===== src/rtl/detector_arbiter_pkg.sv =====
// Shared encodings and default widths for the detector arbiter slice.
package detector_arbiter_pkg;

    localparam int unsigned WORD_W_DEF = 8;
    localparam int unsigned CNT_W_DEF  = 3;

    typedef enum logic [1:0] {
        ST_IDLE   = 2'd0,
        ST_SHIFT  = 2'd1,
        ST_REPORT = 2'd2
    } arb_state_e;

    typedef enum logic [1:0] {
        Z0 = 2'd0,
        Z1 = 2'd1,
        Z2 = 2'd2
    } det_state_e;

endpackage


===== src/rtl/detector_arbiter_if.sv =====
// Requester/result bus between the two requesters and the arbiter.
interface detector_arbiter_if
    import detector_arbiter_pkg::*;
#(
    parameter int unsigned WORD_W = WORD_W_DEF,
    parameter int unsigned CNT_W  = CNT_W_DEF
);
    logic              req_a;
    logic [WORD_W-1:0] word_a;
    logic              req_b;
    logic [WORD_W-1:0] word_b;
    logic [1:0]        grant;
    logic              busy;
    logic              ser_bit;
    logic              done;
    logic              done_id;
    logic [CNT_W-1:0]  match_count;

    modport master (
        output req_a, word_a, req_b, word_b,
        input  grant, busy, ser_bit, done, done_id, match_count
    );

    modport slave (
        input  req_a, word_a, req_b, word_b,
        output grant, busy, ser_bit, done, done_id, match_count
    );
endinterface


===== src/rtl/zero_pair_detector.sv =====
// Moore detector: out is high once the last two consumed bits were both 0.
module zero_pair_detector
    import detector_arbiter_pkg::*;
(
    input  logic clk,
    input  logic resetn,
    input  logic clear,
    input  logic in,
    output logic out
);
    det_state_e state_q;
    det_state_e state_d;
    det_state_e base;

    // Next state; clear restarts from Z0 while still consuming this cycle's bit.
    always_comb begin
        base    = clear ? Z0 : state_q;
        state_d = Z0;
        if (!in) begin
            case (base)
                Z0:      state_d = Z1;
                Z1:      state_d = Z2;
                default: state_d = Z2;
            endcase
        end
    end

    // State register.
    always_ff @(posedge clk) begin
        if (!resetn) state_q <= Z0;
        else         state_q <= state_d;
    end

    assign out = (state_q == Z2);
endmodule


===== src/rtl/detector_arbiter.sv =====
// Round-robin arbiter serialising one requester's word into a shared "00" detector.
module detector_arbiter
    import detector_arbiter_pkg::*;
#(
    parameter int unsigned WORD_W = WORD_W_DEF,
    parameter int unsigned CNT_W  = CNT_W_DEF
)(
    input  logic               clk,
    input  logic               resetn,
    detector_arbiter_if.slave  bus
);
    localparam int unsigned      BIT_W    = (WORD_W > 1) ? $clog2(WORD_W) : 1;
    localparam logic [BIT_W-1:0] LAST_BIT = BIT_W'(WORD_W - 1);

    arb_state_e        state_q;
    arb_state_e        state_d;
    logic [1:0]        grant_c;
    logic              pick_b;
    logic              load;
    logic              last_bit;
    logic              det_in;
    logic              det_out;
    logic [WORD_W-1:0] shreg_q;
    logic [BIT_W-1:0]  bit_cnt_q;
    logic [CNT_W-1:0]  acc_q;
    logic [CNT_W-1:0]  match_count_q;
    logic              ptr_b_q;
    logic              owner_q;
    logic              done_id_q;

    // Round-robin pick: B wins when alone or when it holds the pointer.
    always_comb begin
        pick_b = bus.req_b && (!bus.req_a || ptr_b_q);
    end

    assign last_bit = (bit_cnt_q == LAST_BIT);
    assign load     = (grant_c != 2'b00);

    // State register.
    always_ff @(posedge clk) begin
        if (!resetn) state_q <= ST_IDLE;
        else         state_q <= state_d;
    end

    // Next state and grant pulse; grant is suppressed while reset is held.
    always_comb begin
        state_d = state_q;
        grant_c = 2'b00;
        case (state_q)
            ST_IDLE: begin
                if (resetn && (bus.req_a || bus.req_b)) begin
                    grant_c = pick_b ? 2'b10 : 2'b01;
                    state_d = ST_SHIFT;
                end
            end
            ST_SHIFT:  if (last_bit) state_d = ST_REPORT;
            ST_REPORT: state_d = ST_IDLE;
            default:   state_d = ST_IDLE;
        endcase
    end

    // Detector is fed one bit ahead of ser_bit so its Moore output for the
    // final bit is already visible during the last SHIFT cycle.
    always_comb begin
        if (state_q == ST_IDLE) det_in = pick_b ? bus.word_b[WORD_W-1] : bus.word_a[WORD_W-1];
        else                    det_in = shreg_q[WORD_W-2];
    end

    zero_pair_detector u_det (
        .clk    (clk),
        .resetn (resetn),
        .clear  (load),
        .in     (det_in),
        .out    (det_out)
    );

    // Job datapath: word load, shifting, detection accumulation and result capture.
    always_ff @(posedge clk) begin
        if (!resetn) begin
            shreg_q       <= '0;
            bit_cnt_q     <= '0;
            acc_q         <= '0;
            match_count_q <= '0;
            ptr_b_q       <= 1'b0;
            owner_q       <= 1'b0;
            done_id_q     <= 1'b0;
        end else if (load) begin
            shreg_q   <= pick_b ? bus.word_b : bus.word_a;
            bit_cnt_q <= '0;
            acc_q     <= '0;
            ptr_b_q   <= !pick_b;
            owner_q   <= pick_b;
        end else if (state_q == ST_SHIFT) begin
            shreg_q   <= shreg_q << 1;
            bit_cnt_q <= bit_cnt_q + BIT_W'(1);
            acc_q     <= acc_q + CNT_W'(det_out);
            if (last_bit) begin
                match_count_q <= acc_q + CNT_W'(det_out);
                done_id_q     <= owner_q;
            end
        end
    end

    assign bus.grant       = grant_c;
    assign bus.busy        = (state_q != ST_IDLE);
    assign bus.ser_bit     = (state_q == ST_SHIFT) ? shreg_q[WORD_W-1] : 1'b0;
    assign bus.done        = (state_q == ST_REPORT);
    assign bus.done_id     = done_id_q;
    assign bus.match_count = match_count_q;
endmodule


===== src/flat_wrapper.sv =====
// flat-port wrapper written by rule: the top's interface ports become plain ports
module detector_arbiter_flat import detector_arbiter_pkg::*;
#(
    parameter int unsigned WORD_W = WORD_W_DEF,
    parameter int unsigned CNT_W  = CNT_W_DEF
)
  (clk, resetn, bus_req_a, bus_word_a, bus_req_b, bus_word_b, bus_grant, bus_busy, bus_ser_bit, bus_done, bus_done_id, bus_match_count);
  detector_arbiter_if #(.WORD_W(WORD_W), .CNT_W(CNT_W)) bus_i ();
  input  logic clk;
  input  logic resetn;
  input wire logic [$bits(bus_i.req_a)-1:0] bus_req_a;
  input wire logic [$bits(bus_i.word_a)-1:0] bus_word_a;
  input wire logic [$bits(bus_i.req_b)-1:0] bus_req_b;
  input wire logic [$bits(bus_i.word_b)-1:0] bus_word_b;
  output wire logic [$bits(bus_i.grant)-1:0] bus_grant;
  output wire logic [$bits(bus_i.busy)-1:0] bus_busy;
  output wire logic [$bits(bus_i.ser_bit)-1:0] bus_ser_bit;
  output wire logic [$bits(bus_i.done)-1:0] bus_done;
  output wire logic [$bits(bus_i.done_id)-1:0] bus_done_id;
  output wire logic [$bits(bus_i.match_count)-1:0] bus_match_count;
  assign bus_i.req_a = bus_req_a;
  assign bus_i.word_a = bus_word_a;
  assign bus_i.req_b = bus_req_b;
  assign bus_i.word_b = bus_word_b;
  assign bus_grant = bus_i.grant;
  assign bus_busy = bus_i.busy;
  assign bus_ser_bit = bus_i.ser_bit;
  assign bus_done = bus_i.done;
  assign bus_done_id = bus_i.done_id;
  assign bus_match_count = bus_i.match_count;
  detector_arbiter #(.WORD_W(WORD_W), .CNT_W(CNT_W)) u_core (.clk(clk), .resetn(resetn), .bus(bus_i));
endmodule

===== config.mk =====
export PLATFORM = sky130hd
export DESIGN_NAME = detector_arbiter_flat
export DESIGN_NICKNAME = d
export VERILOG_FILES = /design/src/rtl/detector_arbiter_pkg.sv /design/src/rtl/detector_arbiter_if.sv /design/src/rtl/zero_pair_detector.sv /design/src/rtl/detector_arbiter.sv /design/src/flat_wrapper.sv
export SDC_FILE = /design/constraint.sdc
export NUM_CORES = 1
export LEC_CHECK = 0
export CELL_PAD_IN_SITES_DETAIL_PLACEMENT = 1
export CELL_PAD_IN_SITES_GLOBAL_PLACEMENT = 1
export CORE_ASPECT_RATIO = 0.7
export CORE_MARGIN = 5
export CORE_UTILIZATION = 37
export CTS_BUF_LIST = sky130_fd_sc_hd__clkbuf_4 sky130_fd_sc_hd__clkbuf_8 sky130_fd_sc_hd__clkbuf_16
export CTS_CLUSTER_DIAMETER = 150
export DETAILED_ROUTE_END_ITERATION = 12
export GPL_ROUTABILITY_DRIVEN = 0
export GPL_TIMING_DRIVEN = 0
export PLACE_DENSITY_LB_ADDON = 0.1
export SKIP_LAST_GASP = 1
export SLEW_MARGIN = 10
export SYNTH_ARGS = -nofsm -noshare
export SYNTH_HDL_FRONTEND = slang
export SYNTH_SLANG_ARGS = --single-unit

===== constraint.sdc =====
create_clock -name clk -period 2.1 [get_ports clk]
set_input_delay 0.21 -clock clk [delete_from_list [all_inputs] [get_ports clk]]
set_output_delay 0.21 -clock clk [all_outputs]
set_load 0.02 [all_outputs]

==> results.md, run 1 <==
* Startpoint types: input port
* Later-pin clock latency in the skew report at 280 ps
* 1st-pass router iterations at 4
* Final Hold Fails at 0
* Vias in the first global route at 1170
* Die Ht at 56.0 µm
* Vias/cell at 5.47
* Post-synthesis sequential area ratio at 42.9%
* # hold bufs at CTS at 0
* Worst Skew at 14.2 ps
* CP max stage cell: clkdlybuf4s50_1
* Mapped Nets at 159
* Gate Count Post-Synth at 135
* I/O pin cnt at 29
* Final Critical Period at 2000 ps
* Slew margin rel. at 48.1%
* Layout net count at 192
* Total GRT Usage at 16.5%
* CP Data Arrival Time at 1790 ps
* Post-route ant nets at 0
* Worst vdd ir at 0.440 mV
* Die width at 75.8 µm
* Crit path kind: input port to primary output
* Clock transition at path regs at 80 ps
* Switch share at 26.3%
* Core area at 0.00284 mm²
* Sw Pwr at 0.304 mW
* DP Worst Slack at -183 ps
* Post-synth EDFFs at 0
* Pleak at 0.609 nW
* Site Rows at 16
* Syn avg cell area at 8.29 µm²
* Peak Freq at 499 MHz
* Iter 0 DRT Violations at 36
* Unique masters post-synth at 35
* Worst-margin pin slew at 770 ps
* CTS tree: built
* Largest net degree at the start of global routing at 15
* Starting Density at 39.4%
* Htree depth at 1
* Root buffer cell: clkbuf_8
* Ant diodes at 0
* Total congestion overflow at 0
* Die ar. at 0.00424 mm²
* Critical Path RT at 1890 ps
* Met2 usage at 25.2%
* Fin area at 0.00152 mm²
* Synth async-reset ratio at 0%
* Most used routing layer: met2
* Register bit total from synthesis at 24
* Final WL at 3300 µm
* Setup ws final at 95.2 ps
* Vias at 1111
* Synth Warn # at 0
* Internal power at 0.851 mW
* Post-Syn Area at 0.00112 mm²
* Hold Crit Class: flip-flop to flip-flop
* Sequential power share at 44.6%
* CP max stage delay at 510 ps
* Unrepaired setup endpoints after global routing: false
* Pins Over Slew Limit at 0
* DRC viols at 0
* Outcome: complete, no violations
* Overall power after layout at 1.15 mW
* Postcts setup bufs at 0
* Layout cell share with drive strength beyond 1 at 7.78%
* Setup TNS at 0 ps
* Setup violators final at 0
* PD cells at 757 mW/mm²
* Predominant post-synthesis flop cell: dfxtp_1
* Placed cell areas at 0.00145 mm²
* Longest Clk Path Bufs at 2
* Area grow syn2layout at 36.1%
* Clk sinks at 24
* HPWL after DPL at 2550 µm
* Grt met1 use at 22.6%
* Comb power frac at 19.5%
* Fin crit share at 95.5%
* Global-route wire length before repair at 5500 µm
* CP Max Fanout at 9
* Clock Power Share at 36.0%
* Routed len/inst at 16.2 µm
* Number of antenna violations at the first check in global routing at 0
* Critical Path, Cell by Cell: clkdlybuf4s50_1 -> nor3b_1 -> and3_1 -> buf_2 -> dlygate4sd2_1
* Hold slack at 472 ps
* CTS buffer count at 3
* Max Cap Viol at 0
* Met3 Use GR at 4.51%
* Critical path buffer and inverter count at 3
* Critical path endpoint category: primary output
* Family with the most delay on the worst path: buffers and inverters
* Port bufs at 28
## sequential cells by signal (all words and copies together), names as in the netlist
register	count
u_core.u_det.state_q	2
u_core.bus.match_count	3
u_core.bit_cnt_q	3
u_core.acc_q	3
u_core.state_q	2
u_core.owner_q	1
u_core.shreg_q	8
u_core.ptr_b_q	1
u_core.bus.done_id	1
## synth_stat cells (2+ instances only)
master / count / area share [%]
nand2_1: 24 / 8.0
a21oi_1: 12 / 5.4
nor2_1: 8 / 2.7
clkbuf_1: 2 / 0.67
dfxtp_1: 24 / 43
buf_2: 4 / 1.8
o21ai_0: 10 / 4.5
ha_1: 4 / 4.5
o22ai_1: 6 / 3.4
xor2_1: 2 / 1.6
a21boi_0: 3 / 2.0
and3_1: 3 / 1.7
nor3b_1: 3 / 2.0
nand3_1: 4 / 1.8
a31oi_1: 6 / 3.4
## per-stage QoR
stage	std cells	utilization (%)
2_1_floorplan	135	-
3_3_place_gp	199	50.8
3_5_place_dp	199	50.8
4_1_cts	203	53.3
5_1_grt	203	53.6
6_report	203	53.6
## path summary, 6_finish.rpt
path | from | to | slack, ps | depth (start not counted)
worst max-delay path | resetn | bus_grant[0] | 100 | 5
worst min-delay path | u_core.bit_cnt_q[2] | u_core.bit_cnt_q[2] | 470 | 2
worst max register to register | u_core.state_q[0] | u_core.bit_cnt_q[0] | 500 | 3
worst min register to register | u_core.bit_cnt_q[2] | u_core.bit_cnt_q[2] | 470 | 2
## routing by layer
layer	routed length [µm]	part of all wire (%)
met1	1540	47
met2	1530	46
met3	193	5.9
met4	36	1.1
met5	0	0
## power by group through the flow
stage	sequential, mW	clock, mW	combinational [mW]
finish	0.515	0.415	0.225
global route	0.520	0.441	0.245
global placement	0.521	0	0.212
floorplan	0.516	0	0.132
CTS	0.514	0.420	0.224
detailed placement	0.524	0	0.222
## cell families (layout without fill, tap and decap cells)
| kind of cell | after synthesis | after routing | synth area share (%) |
|---|---|---|---|
| AOI/OAI and AO/OA | 42 | 42 | 22.6 |
| xor gates and xnor gates | 3 | 3 | 2.35 |
| adders and majority gates | 4 | 4 | 4.47 |
| buffers and inverters | 7 | 39 | 2.79 |
| DFF | 24 | 24 | 42.9 |
| muxes | 1 | 1 | 0.894 |
| and+or+nand+nor | 54 | 54 | 24.0 |
## area by class of cell
type                            count  area (µm²)
Tap cell                           36        45.0
Inverter                            1        3.75
Timing Repair Buffer               28         280
Buffer                              6        30.0
Fill cell                         339        1320
Clock inverter                      1        30.0
Clock buffer                        3        41.3
Sequential cell                    24         480
Multi-Input combinational cell    104         613
## worst register-to-register path, delay by kind of cell, from the launching register on
family,cells,cell delay [ps]
AO/OA/AOI/OAI,1,640
AND/OR/NAND/NOR,2,450
flip-flops,1,380
## layout by cell type, fill, tap and decap left out, types with 2 or more instances in the layout
master / n
nor3b_1: 3
o22ai_1: 6
a21boi_0: 3
dfxtp_1: 24
clkbuf_8: 3
and3_1: 3
nor2_1: 8
buf_2: 3
dlygate4sd2_1: 2
ha_1: 4
xor2_1: 2
clkdlybuf4s50_1: 25
o21ai_0: 10
clkbuf_1: 2
a21oi_1: 12
nand3_1: 4
a31oi_1: 6
nand2_1: 24
## what timing repair did
| action | CTS | global route |
|---|---|---|
| cloned | 0 | 0 |
| setup endpoints to repair | 3 | 1 |
| gates resized for setup | 3 | 2 |
(Power assumes the default switching activity.)
==> inputs of run 2 (changes only) <==
CORE_UTILIZATION = 47   (was 37)
DONT_BUFFER_PORTS = 1   (was unset)
clock period = 2.39 ns   (was 2.1 ns; I/O delays follow)
==> run 2 against run 1 <==
  * Core utilization about the same
  * Sequential power shrank 12%
  * Hold slack lost 420 ps
  * Flip-flop and latch count is the same
  * Critical path type is now flip-flop to primary output
  * First-iteration DRC count up 61%
  * Highest routed layer unchanged
==> results.md, run 2 (synthesis results as in run 1) <==
* Later-pin clock latency in the skew report at 320 ps (+40 ps)
* Port bufs at 0 (-100%)
* Slew margin rel. at 53.2% (+5.1 points)
* Worst Skew at 2.87 ps (-11.3 ps)
* Clock Power Share at 23.1% (-13 points)
* I/O pin cnt at 29 (unchanged)
* Core area at 0.00221 mm² (-22%)
* Sw Pwr at 0.233 mW (-23%)
* Setup TNS at 0 ps (unchanged)
* HPWL after DPL at 2190 µm (-14%)
* Most frequent cells in the layout: nand2_1, dfxtp_1, a21oi_1, o21ai_0, nor2_1
* Vias in the first global route at 1002 (-14%)
* Startpoint types: flip-flop
* PD cells at 658 mW/mm² (-13%)
* Comb power frac at 18.9% (-0.6 points)
* # hold bufs at CTS at 0 (unchanged)
* Total GRT Usage at 17.8% (+1.3 points)
* Worst-margin pin slew at 695 ps (-75.6 ps)
* Hold Crit Class: input port to flip-flop
* Critical Path RT at 2150 ps (+260 ps)
* Die width at 68.3 µm (-9.8%)
* Layout cell share with drive strength beyond 1 at 8.70% (+0.91 points)
* DP Worst Slack at 768 ps (+950 ps)
* Post-route ant nets at 0 (unchanged)
* DRC viols at 0 (unchanged)
* Worst vdd ir at 0.267 mV (-39%)
* Cells after DPL at 167 (-16%)
* CP Max Fanout at 10 (+1)
* Starting Density at 50.7% (+11 points)
* Fin crit share at 79.0%
* Routed len/inst at 16.7 µm (+2.8%)
* Pleak at 0.452 nW (-26%)
* CTS tree: built
* Vias at 1001 (-9.9%)
* Clk sinks at 24 (unchanged)
* Reg2reg setup slack at 770 ps (+270 ps)
* Reg-to-reg endpoint: u_core.bit_cnt_q[0]
* Internal power at 0.545 mW (-36%)
* Final Critical Period at 1890 ps
* Longest Clk Path Bufs at 2 (unchanged)
* Number of antenna violations at the first check in global routing at 0 (unchanged)
* Total congestion overflow at 0 (unchanged)
* Top reg by flops: u_core.shreg_q
* Fin area at 0.00118 mm² (-22%)
* Outcome: complete, no violations
* Area grow syn2layout at 5.59%
* Switch share at 30.0% (+3.7 points)
* Largest net degree at the start of global routing at 13 (-2)
* Sequential power share at 58.1% (+13 points)
* Peak Freq at 530 MHz
* 1st-pass router iterations at 4 (unchanged)
* Root buffer cell: clkbuf_4
* Core Util, Final at 53.6% (about the same)
* Reg2reg path depth at 3 (unchanged)
* Max Cap Viol at 0 (unchanged)
* Critical path endpoint category: primary output
* Site Rows at 14 (-2)
* # resized after CTS at 0 (-3)
* Vias/cell at 5.89 (+7.6%)
* Placed cell areas at 0.00116 mm² (-20%)
* Htree depth at 1 (unchanged)
* Critical Path End: bus_ser_bit
* Worst Setup SP: u_core.state_q[1]
* Global-route wire length before repair at 4630 µm (-16%)
* Crit path kind: flip-flop to primary output
* Unrepaired setup endpoints after global routing: false
* Max reg flops at 8 (unchanged)
* Ant diodes at 0 (unchanged)
* Final WL at 2840 µm (-14%)
* Die ar. at 0.00347 mm² (-18%)
* CP Data Arrival Time at 1650 ps (-140 ps)
* Setup ws final at 502 ps (+406 ps)
* RR Startpoint: u_core.state_q[0]
* Layout net count at 164 (-15%)
* Iter 0 DRT Violations at 58 (+61%)
* Setup violators final at 0 (unchanged)
* Final Hold Fails at 0 (unchanged)
* Postcts setup bufs at 0 (unchanged)
* Pins Over Slew Limit at 0 (unchanged)
* Clock transition at path regs at 130 ps (+50 ps)
* Die Ht at 50.8 µm (-9.3%)
* Final Non-Filler Cells at 170 (-16%)
* CTS buffer count at 3 (unchanged)
## run 2: cell types whose count changed in the layout (fill, tap and decap cells not counted), sizes merged
cell,before,now
clkdlybuf4s50,25,0
dlygate4sd2,2,0
dlymetal6s2s,1,0
bufinv,1,0
## run 2: metrics by stage
step	hold WS (ps)	total power, mW
finish	51.5	0.778
global route	30.5	0.826
CTS	44.5	0.784
detailed placement	388	0.606
global placement	377	0.598
floorplan	370	0.569
## run 2: final cells by class
class / instances / area [µm²]
buffer: 6 / 27.5
clock buffer: 3 / 22.5
fill: 287 / 1020
inverter: 1 / 3.75
multi-input combinational: 104 / 608
sequential: 24 / 480
tap: 32 / 40.0
## run 2: power groups by stage
| stage | clock, mW | sequential, mW | combinational, mW |
|---|---|---|---|
| global placement | 0 | 0.458 | 0.140 |
| finish | 0.180 | 0.452 | 0.147 |
| detailed placement | 0 | 0.461 | 0.146 |
| global route | 0.209 | 0.456 | 0.161 |
| CTS | 0.185 | 0.452 | 0.147 |
| floorplan | 0 | 0.453 | 0.116 |
## run 2: worst min-delay path by stage
stage / start / to / slack (ps) / depth (start not counted)
floorplan: bus_word_b[0] / u_core.shreg_q[0] / 370 / 2
global placement: bus_word_b[0] / u_core.shreg_q[0] / 380 / 2
detailed placement: bus_word_b[0] / u_core.shreg_q[0] / 390 / 2
CTS: bus_word_b[1] / u_core.shreg_q[1] / 40 / 2
global route: bus_word_b[2] / u_core.shreg_q[2] / 30 / 2
finish: bus_word_b[2] / u_core.shreg_q[2] / 50 / 2
## run 2: layer usage
metal  global-route usage (%)  part of all wire [%]  vias up
li1                         -                     -      493
met1                     23.8                    47      477
met2                     27.0                    44       27
met3                     6.36                   8.0        4
met4                     4.95                   1.1        0
met5                        0                     0        -
## run 2: worst max-delay path, stage by stage, from the launching register on
cell     delay (ps)
dfxtp_1         350
buf_2           190
nor2b_2         240
buf_2           270
and2_1          290
==> inputs of run 3 (changes only) <==
CORE_UTILIZATION = 44   (was 47)
clock period = 1.9 ns   (was 2.39 ns; I/O delays follow)
==> run 3 against run 2 <==
  * Routed wire length is 7.1% higher
  * Critical path type unchanged
  * Clock power up 56%
  * Non-clock buffer count is 7 higher
  * Die area increased by 5.6%
  * Sequential power increased by 25%
  * Cell count is 5.9% higher
  * Via count up 5.3%
  * Largest power group unchanged
  * Count of clock-buffer cells in the layout is 1 higher
==> results.md, run 3 (synthesis results as in run 1) <==
* Clk sinks at 24 (unchanged)
* Outcome: complete, no violations
* Fin crit share at 91.9%
* PD cells at 822 mW/mm² (+25%)
* Root buffer cell: clkbuf_4
* Clock transition at path regs at 140 ps (about the same)
* Setup ws final at 153 ps (-349 ps)
* Die ar. at 0.00367 mm² (+5.6%)
* Global-route wire length before repair at 4980 µm (+7.6%)
* Area grow syn2layout at 14.0%
* Crit path kind: flip-flop to primary output
* Setup violators final at 0 (unchanged)
* Worst Skew at 4.40 ps (+1.52 ps)
* Met3 Use GR at 5.56% (-0.80 points)
* 1st-pass router iterations at 4 (unchanged)
* Most frequent cells in the layout: nand2_1, dfxtp_1, a21oi_1, o21ai_0, nor2_1
* RR Startpoint: u_core.state_q[0]
* Worst vdd ir at 0.640 mV (+140%)
* Worst-margin pin slew at 741 ps (+46.0 ps)
* Overall power after layout at 1.05 mW (+35%)
* Critical Path End: bus_grant[0]
* Final Non-Filler Cells at 180 (+5.9%)
* Unrepaired setup endpoints after global routing: false
* Peak Freq at 572 MHz
* Met2 usage at 27.6% (+0.60 points)
* Internal power at 0.741 mW (+36%)
* Layout net count at 171 (+4.3%)
* Total congestion overflow at 0 (unchanged)
* Ant diodes at 0 (unchanged)
* Reg2reg setup slack at 240 ps (-530 ps)
* Reg2reg path depth at 3 (unchanged)
* Startpoint types: flip-flop
* Routed len/inst at 16.9 µm (+1.2%)
* Port bufs at 0 (unchanged)
* CP Max Fanout at 9 (-1)
* CP Data Arrival Time at 1560 ps (-90 ps)
* Postcts setup bufs at 0 (unchanged)
* Final Critical Period at 1750 ps
* Pleak at 0.492 nW (+8.9%)
* CTS buffer count at 3 (unchanged)
* Post-route ant nets at 0 (unchanged)
* I/O pin cnt at 29 (unchanged)
* Layout cell share with drive strength beyond 1 at 8.90% (+0.21 points)
* DP Worst Slack at 218 ps (-549 ps)
* Later-pin clock latency in the skew report at 320 ps (about the same)
* Critical Path RT at 1710 ps (-440 ps)
* Vias/cell at 5.86 (-0.56%)
* Die width at 70.3 µm (+2.9%)
* Sw Pwr at 0.307 mW (+32%)
* Die Ht at 52.2 µm (+2.7%)
* Core area at 0.00244 mm² (+11%)
* Comb power frac at 19.2% (+0.3 points)
* Total GRT Usage at 17.5% (-0.27 points)
* Switch share at 29.3% (-0.68 points)
* Largest net degree at the start of global routing at 14 (+1)
* Critical path endpoint category: primary output
* Pins Over Slew Limit at 0 (unchanged)
* CTS tree: built
* Cells after DPL at 169 (+1.2%)
* Most used routing layer: met2
* Setup TNS at 0 ps (unchanged)
* HPWL after DPL at 2270 µm (+3.5%)
* Slew margin rel. at 50.1% (-3.1 points)
* Worst Setup SP: u_core.state_q[0]
* Clock Power Share at 26.7% (+3.6 points)
* Multi-input gate area at 613 µm² (+0.82%)
* Core Util, Final at 52.3% (-1.3 points)
* Longest Clk Path Bufs at 2 (unchanged)
* Final Hold Fails at 0 (unchanged)
* Site Rows at 15 (+1)
* Filler cells at 314 (+9.4%)
* Number of antenna violations at the first check in global routing at 0 (unchanged)
* Vias in the first global route at 1053 (+5.1%)
* Starting Density at 45.9% (-4.8 points)
* Htree depth at 1 (unchanged)
* Grt met1 use at 23.5% (-0.25 points)
* Sequential power share at 54.1% (-4.0 points)
* Hold Crit Class: input port to flip-flop
* Reg-to-reg endpoint: u_core.bit_cnt_q[0]
* Iter 0 DRT Violations at 71 (+22%)
* Top reg by flops: u_core.shreg_q
* DRC viols at 0 (unchanged)
* Max reg flops at 8 (unchanged)
* Sequential standard cell area at 480 µm² (unchanged)
* Final WL at 3040 µm (+7.1%)
* Max Cap Viol at 0 (unchanged)
* Vias at 1054 (+5.3%)
==> run 3: cell count changes in the layout (fill, tap and decap cells not counted) <==
cell	delta
nor2b_4	+1
clkbuf_4	+1
clkbuf_8	+1
buf_2	-1
nor2b_2	-1
dlygate4sd3_1	+7
==> run 3: critical path: stages (launching register included) <==
cell and delay [ps]:
dfxtp_1 390, nor3b_1 340, and3_1 220, buf_2 280
==> run 3: timing repair <==
| action | CTS | global route |
|---|---|---|
| hold endpoints to repair | 4 | 3 |
| endpoints found under the setup margin | 0 | 1 |
| resized for setup | 0 | 2 |
| hold buffers | 4 | 3 |
==> run 3: metal layers <==
| layer | share of wire [%] | vias up | wire length [µm] |
|---|---|---|---|
| met2 | 45 | 26 | 1370 |
| met4 | 0.62 | 0 | 19 |
| met5 | 0 | - | 0 |
| met3 | 6.7 | 2 | 203 |
| li1 | - | 509 | - |
| met1 | 48 | 517 | 1450 |
==> run 3: worst min path at each step <==
stage / from / cells after the start / endpoint / slack [ps]
global route: bus_word_a[0] / 2 / u_core.shreg_q[0] / 0.7
floorplan: bus_word_b[0] / 2 / u_core.shreg_q[0] / 320
CTS: bus_word_b[4] / 2 / u_core.shreg_q[4] / 0.03
detailed placement: bus_word_b[0] / 2 / u_core.shreg_q[0] / 330
global placement: bus_word_b[0] / 2 / u_core.shreg_q[0] / 330
finish: bus_word_a[0] / 2 / u_core.shreg_q[0] / 10
==> run 3: power by group through the flow <==
stage | combinational, mW | clock, mW | sequential [mW]
CTS | 0.192 | 0.286 | 0.566
global placement | 0.176 | 0 | 0.577
global route | 0.225 | 0.314 | 0.571
floorplan | 0.146 | 0 | 0.570
detailed placement | 0.184 | 0 | 0.577
finish | 0.201 | 0.280 | 0.567
==> run 3: layout make-up <==
type	instances	area share, %
Timing Repair Buffer	7	5.49
Sequential cell	24	37.6
Buffer	6	2.35
Clock buffer	4	2.84
Tap cell	34	3.33
Inverter	1	0.294
Multi-Input combinational cell	104	48.0
==> run 3: metrics by stage <==
step / area [µm²] / hold slack (ps)
after floorplan: 1120 / 321
after global placement: 1160 / 329
after detailed placement: 1160 / 332
after CTS: 1240 / 0.0280
after global routing: 1280 / 0.726
final: 1280 / 11.2
==> variant 1: new RTL, flow settings as in run 2 <==
Make the reset (`resetn`) asynchronous in 3 clocked blocks.
--- a/src/rtl/zero_pair_detector.sv
+++ b/src/rtl/zero_pair_detector.sv
@@ -26,7 +26,7 @@
     end
 
     // State register.
-    always_ff @(posedge clk) begin
+    always_ff @(posedge clk or negedge resetn) begin
         if (!resetn) state_q <= Z0;
         else         state_q <= state_d;
     end
--- a/src/rtl/detector_arbiter.sv
+++ b/src/rtl/detector_arbiter.sv
@@ -37,7 +37,7 @@
     assign load     = (grant_c != 2'b00);
 
     // State register.
-    always_ff @(posedge clk) begin
+    always_ff @(posedge clk or negedge resetn) begin
         if (!resetn) state_q <= ST_IDLE;
         else         state_q <= state_d;
     end
@@ -75,7 +75,7 @@
     );
 
     // Job datapath: word load, shifting, detection accumulation and result capture.
-    always_ff @(posedge clk) begin
+    always_ff @(posedge clk or negedge resetn) begin
         if (!resetn) begin
             shreg_q       <= '0;
             bit_cnt_q     <= '0;
Behaviour: differs if resetn is asserted again (counterexample within 4 cycles, from zero or initial values and one cycle with resetn low); with resetn held inactive, the same outputs for 10 cycles.
==> variant 1 against run 2 <==
Global-route usage decreased by 1.2 points. Cell count decreased by 4.7%. Routed wire length decreased by 5.2%. Setup slack improved by 110 ps. Clock skew increased by 2.7 ps. Design area increased by 14%. Register-to-register slack improved by 120 ps. Synthesized area increased by 8.0%. Critical path depth decreased by 1. Sequential share of layout area increased by 3.7 points. Sequential cell count unchanged.
Power is not compared: it rests on default switching activity, and its combinational part moved more than twofold at a synthesized area within 25%.
==> variant 1: results <==
metrics = {
    "hold_path": {
        "hold_path_startpoint": "bus_word_b[0]",
        "hold_end": "u_core.shreg_q[0]",
    },
    "place": {
        "hpwl_mm": 1.957,
        "place_worst_setup_slack_ps": 901.4,
    },
    "drt": {
        "vias": 882,
        "route.detailed.wl_per_inst_um": 16.60,
        "drt_pre_antenna_iters": 3,
        "first_iter_violations": 31,
    },
    "clocking": {
        "worstSkewPairLatency_ps": 270,
        "clock_tree.root_cell": "clkbuf_8",
        "cts.clk_slew.worst_paths_ps": 90,
    },
    "sta": {
        "final.setup_skew_ps": 5.527,
        "max-slew-margin-rel_pct": 63.65,
    },
    "final_layout": {
        "n_fill_cell": 295,
        "drive_gt1_share_pct": 13.28,
    },
    "critical_path": {
        "cp.arrival_ps": 1540,
        "critical_path.max_fanout": 6,
        "delay_contributed_by_the_slowest_stage_of_the_critical_path_ps": 460,
        "reg2reg_from": "u_core.state_q[0]",
        "worst_r2r_endpoint": "u_core.ptr_b_q",
    },
    "synthesis": {
        "synth_top_cells_by_count": "dfrtp_1 (24), nand2_1 (23), o21ai_1 (9)",
        "synth.yosys.seq_area_share_pct": 49.64,
        "synth_area_leaders": "dfrtp_1 (50%), nand2_1 (7.1%), mux2i_1 (6.6%)",
        "syn-num-nets": 146,
        "synth_cell_type_count": 28,
    },
    "global_route": {
        "number_of_global_route_vias_before_repair": 963,
        "gr-usage-all-layers_pct": 16.63,
    },
    "status": {
        "run_status": "complete, no violations",
    },
}
[variant 1: cell types whose count changed after synthesis, moves of 6 or more]
cell     change
dfrtp_1     +24
dfxtp_1     -24
o21ai_1      +9
o21ai_0      -8
mux2i_1      +7
a31oi_1      -6
o22ai_1      -6
[variant 1: repair_timing]
item,CTS,global route
hold buffers,2,0
resized for setup,0,0
hold endpoints to repair,24,0
[variant 1: how the worst max path moves through the flow]
stage                       startpoint                        end  slack (ps)
5_1_grt              u_core.state_q[0]               bus_grant[1]         500
3_3_place_gp         u_core.state_q[0]               bus_grant[1]         930
3_5_place_dp         u_core.state_q[0]             u_core.ptr_b_q         900
4_1_cts              u_core.state_q[0]               bus_grant[1]         600
6_report             u_core.state_q[0]               bus_grant[1]         620
2_1_floorplan  u_core.u_det.state_q[1]  u_core.bus.match_count[1]        1080
[variant 1: layout make-up]
type | count | area [um^2] | area share (%)
Timing Repair Buffer | 2 | 30.03 | 2.218
Sequential cell | 24 | 600.6 | 44.36
Multi-Input combinational cell | 88 | 553.0 | 40.85
Clock inverter | 1 | 30.03 | 2.218
Tap cell | 34 | 42.54 | 3.142
Inverter | 4 | 15.01 | 1.109
Clock buffer | 3 | 41.29 | 3.050
Buffer | 6 | 41.29 | 3.050
[variant 1: metal layers]
layer  wire length [um]  global-route usage, %  vias to the layer above
met5                  0                      0                        -
met4                 17                  3.750                        0
met3                163                  5.747                        2
met2               1305                  29.04                       19
met1               1204                  20.05                      431
li1                   -                      -                      430
[variant 1: metrics by stage]
stage / instances / hold WS (ps) / cell area (um^2)
CTS: 162 / 165.0 / 1354
floorplan: 122 / -56.59 / 1210
detailed placement: 156 / -56.06 / 1252
global route: 162 / 168.1 / 1354
global placement: 156 / -56.04 / 1252
finish: 162 / 162.6 / 1354
[variant 1: logic make-up after synthesis]
logic type	share of synthesized area [%]
AO/OA/AOI/OAI	12.10
buffers and inverters	4.652
adder cells (fa/ha/maj)	4.137
multiplexers	9.411
XOR/XNOR	0.7240
AND/OR/NAND/NOR	19.34
flip-flops	49.64
[variant 1: report_power, final]
group | internal, mW | switching [mW]
clock | 0.224 | 0.129
combinational | 0.316 | 0.414
sequential | 0.591 | 0.151
total | 1.13 | 0.693
[variant 1: critical path: cells and delay by family, from the launching register on]
kind            cells  cell delay, ps
simple gates        2             650
flops               1             440
compound gates      1             180
==> variant 2: new RTL, config.mk and constraints of run 2 <==
Made on the original files. Set the package constant `WORD_W_DEF` to 4 (it was 8).
--- a/src/rtl/detector_arbiter_pkg.sv
+++ b/src/rtl/detector_arbiter_pkg.sv
@@ -1,7 +1,7 @@
 // Shared encodings and default widths for the detector arbiter slice.
 package detector_arbiter_pkg;
 
-    localparam int unsigned WORD_W_DEF = 8;
+    localparam int unsigned WORD_W_DEF = 4;
     localparam int unsigned CNT_W_DEF  = 3;
 
     typedef enum logic [1:0] {
Interface: changed (resized bus_word_a and bus_word_b); port bits go from 29 to 21. The function was not compared with the original's and may differ.
==> variant 2 against run 2 <==
Critical path depth unchanged. Setup slack better by 180 ps. Total power down 16%. Sequential share of layout area down 2.1 points. Clock skew up 0.76 ps. Routed wire length down 23%. Sequential cell count down 5. Count of clock-buffer cells in the layout up 1. Synthesized area down 17%. Design area down 17%. Highest routed layer unchanged.
==> variant 2: results <==
metrics = {
    "status": {
        "run_status": "complete, no violations",
    },
    "place": {
        "io_buffer_count": 0,
        "hpwl_mm": 1.739,
    },
    "sta": {
        "final.setup_skew_ps": 3.629,
        "max-slew-margin-rel_pct": 65.32,
        "slew_viol_final": 0,
    },
    "power_and_ir_drop": {
        "ir_drop_uv": 387.2,
        "p_leak_nw": 0.4186,
    },
    "clocking": {
        "cts_max_level": 1,
        "post_cts_buffers": 0,
        "cts.clk_slew.worst_paths_ps": 100,
        "worstSkewPairLatency_ps": 300,
        "cts_resized": 0,
        "ctsHoldBuffers": 0,
        "clock_tree.root_cell": "clkbuf_4",
        "cts-buffers-inserted": 3,
        "maximum_count_of_clock_buffers_along_a_single_path": 2,
    },
    "final_layout": {
        "drive_gt1_share_pct": 10.19,
        "finish.net_count": 124,
        "final_antenna_diode_count": 0,
        "largest-register": "u_core.shreg_q",
        "largest_reg_flops": 4,
    },
    "synthesis": {
        "synth_cell_type_count": 31,
        "synth_ff_type": "dfxtp_1",
        "syn_avg_cell_area_um2": 8.939,
        "synth.yosys.seq_area_share_pct": 40.92,
        "netlist_area_um2": 929.6,
        "synth_top_cells_by_count": "dfxtp_1 (19), nand2_1 (11), nor2_1 (10)",
        "ys_warn_count": 0,
        "synth_area_leaders": "dfxtp_1 (41%), mux2i_1 (6.5%), nand2_1 (4.4%)",
        "async_reset_ff_share_pct": 0,
    },
    "critical_path": {
        "crit_slowest_cell": "dfxtp_1",
        "delay_contributed_by_the_slowest_stage_of_the_critical_path_ps": 320,
        "critical_path.max_fanout": 10,
        "cp.arrival_ps": 1470,
        "worst_r2r_path_depth": 5,
    },
    "drt": {
        "detail_route.wirelength_mm": 2.185,
        "drt_pre_antenna_iters": 4,
        "route.detailed.wl_per_inst_um": 16.81,
        "first_iter_violations": 26,
        "vias": 727,
    },
    "global_route": {
        "largest_net_degree_at_the_start_of_global_routing": 11,
        "grt_first_pass_wirelength_mm": 3.650,
        "gr-usage-all-layers_pct": 16.34,
        "initial_antenna_violation_count": 0,
        "number_of_global_route_vias_before_repair": 772,
    },
    "hold_path": {
        "hold_path_class": "in2reg",
        "hold_depth": 2,
    },
}
## variant 2: path summary, 6_finish.rpt
kind / from / endpoint / slack (ps)
worst max-delay path: u_core.state_q[1] / bus_ser_bit / 680
worst min-delay path: bus_word_b[2] / u_core.shreg_q[2] / 90
worst max register to register: u_core.state_q[1] / u_core.acc_q[1] / 850
worst min register to register: u_core.ptr_b_q / u_core.ptr_b_q / 490
## variant 2: final cells by class
cell class	count	area [um^2]
Buffer	5	41.29
Clock buffer	4	30.03
Inverter	3	11.26
Tap cell	22	27.53
Fill cell	228	883.3
Multi-Input combinational cell	77	496.7
Sequential cell	19	380.4
## variant 2: critical path: cells and delay by family, from the launching register on
| family | cells | cell delay (ps) |
|---|---|---|
| and+or+nand+nor | 2 | 510 |
| buffers and inverters | 2 | 340 |
| DFF | 1 | 320 |
## variant 2: stage by stage
step | power, mW | cell area (um^2) | setup WS, ps | hold slack (ps) | util, %
after floorplan | 0.4593 | 929.6 | 1085 | 382.0 | -
after global placement | 0.4801 | 957.2 | 826.7 | 390.5 | 51.17
after detailed placement | 0.4858 | 957.2 | 854.1 | 409.5 | 51.17
after CTS | 0.6623 | 987.2 | 667.5 | 80.07 | 52.78
after global routing | 0.7005 | 987.2 | 556.6 | 78.43 | 52.78
final | 0.6567 | 987.2 | 682.6 | 88.78 | 52.78
## variant 2: layer usage
metal | track usage [%] | share of wire [%] | up-vias
met2 | 27.20 | 46 | 12
met5 | 0 | 0 | -
met1 | 20.51 | 49 | 341
met3 | 5.502 | 4.5 | 4
met4 | 5.085 | 0.87 | 0
li1 | - | - | 370
## variant 2: cell families (layout without fill, tap and decap cells)
group,count (synthesis),in the layout,share of synthesized area [%]
and+or+nand+nor,41,41,22.88
AOI/OAI and AO/OA,23,23,16.02
DFF,19,19,40.91
buffers and inverters,8,12,5.652
muxes,7,7,7.672
adders and majority gates,3,3,4.038
xor gates and xnor gates,3,3,2.827
## variant 2: report_power, final
part	leakage (nW)	internal, mW	switching, mW
Sequential	0.155	0.338	0.0119
Clock	0.0184	0.0764	0.101
Combinational	0.245	0.0534	0.0761
Total	0.419	0.468	0.189
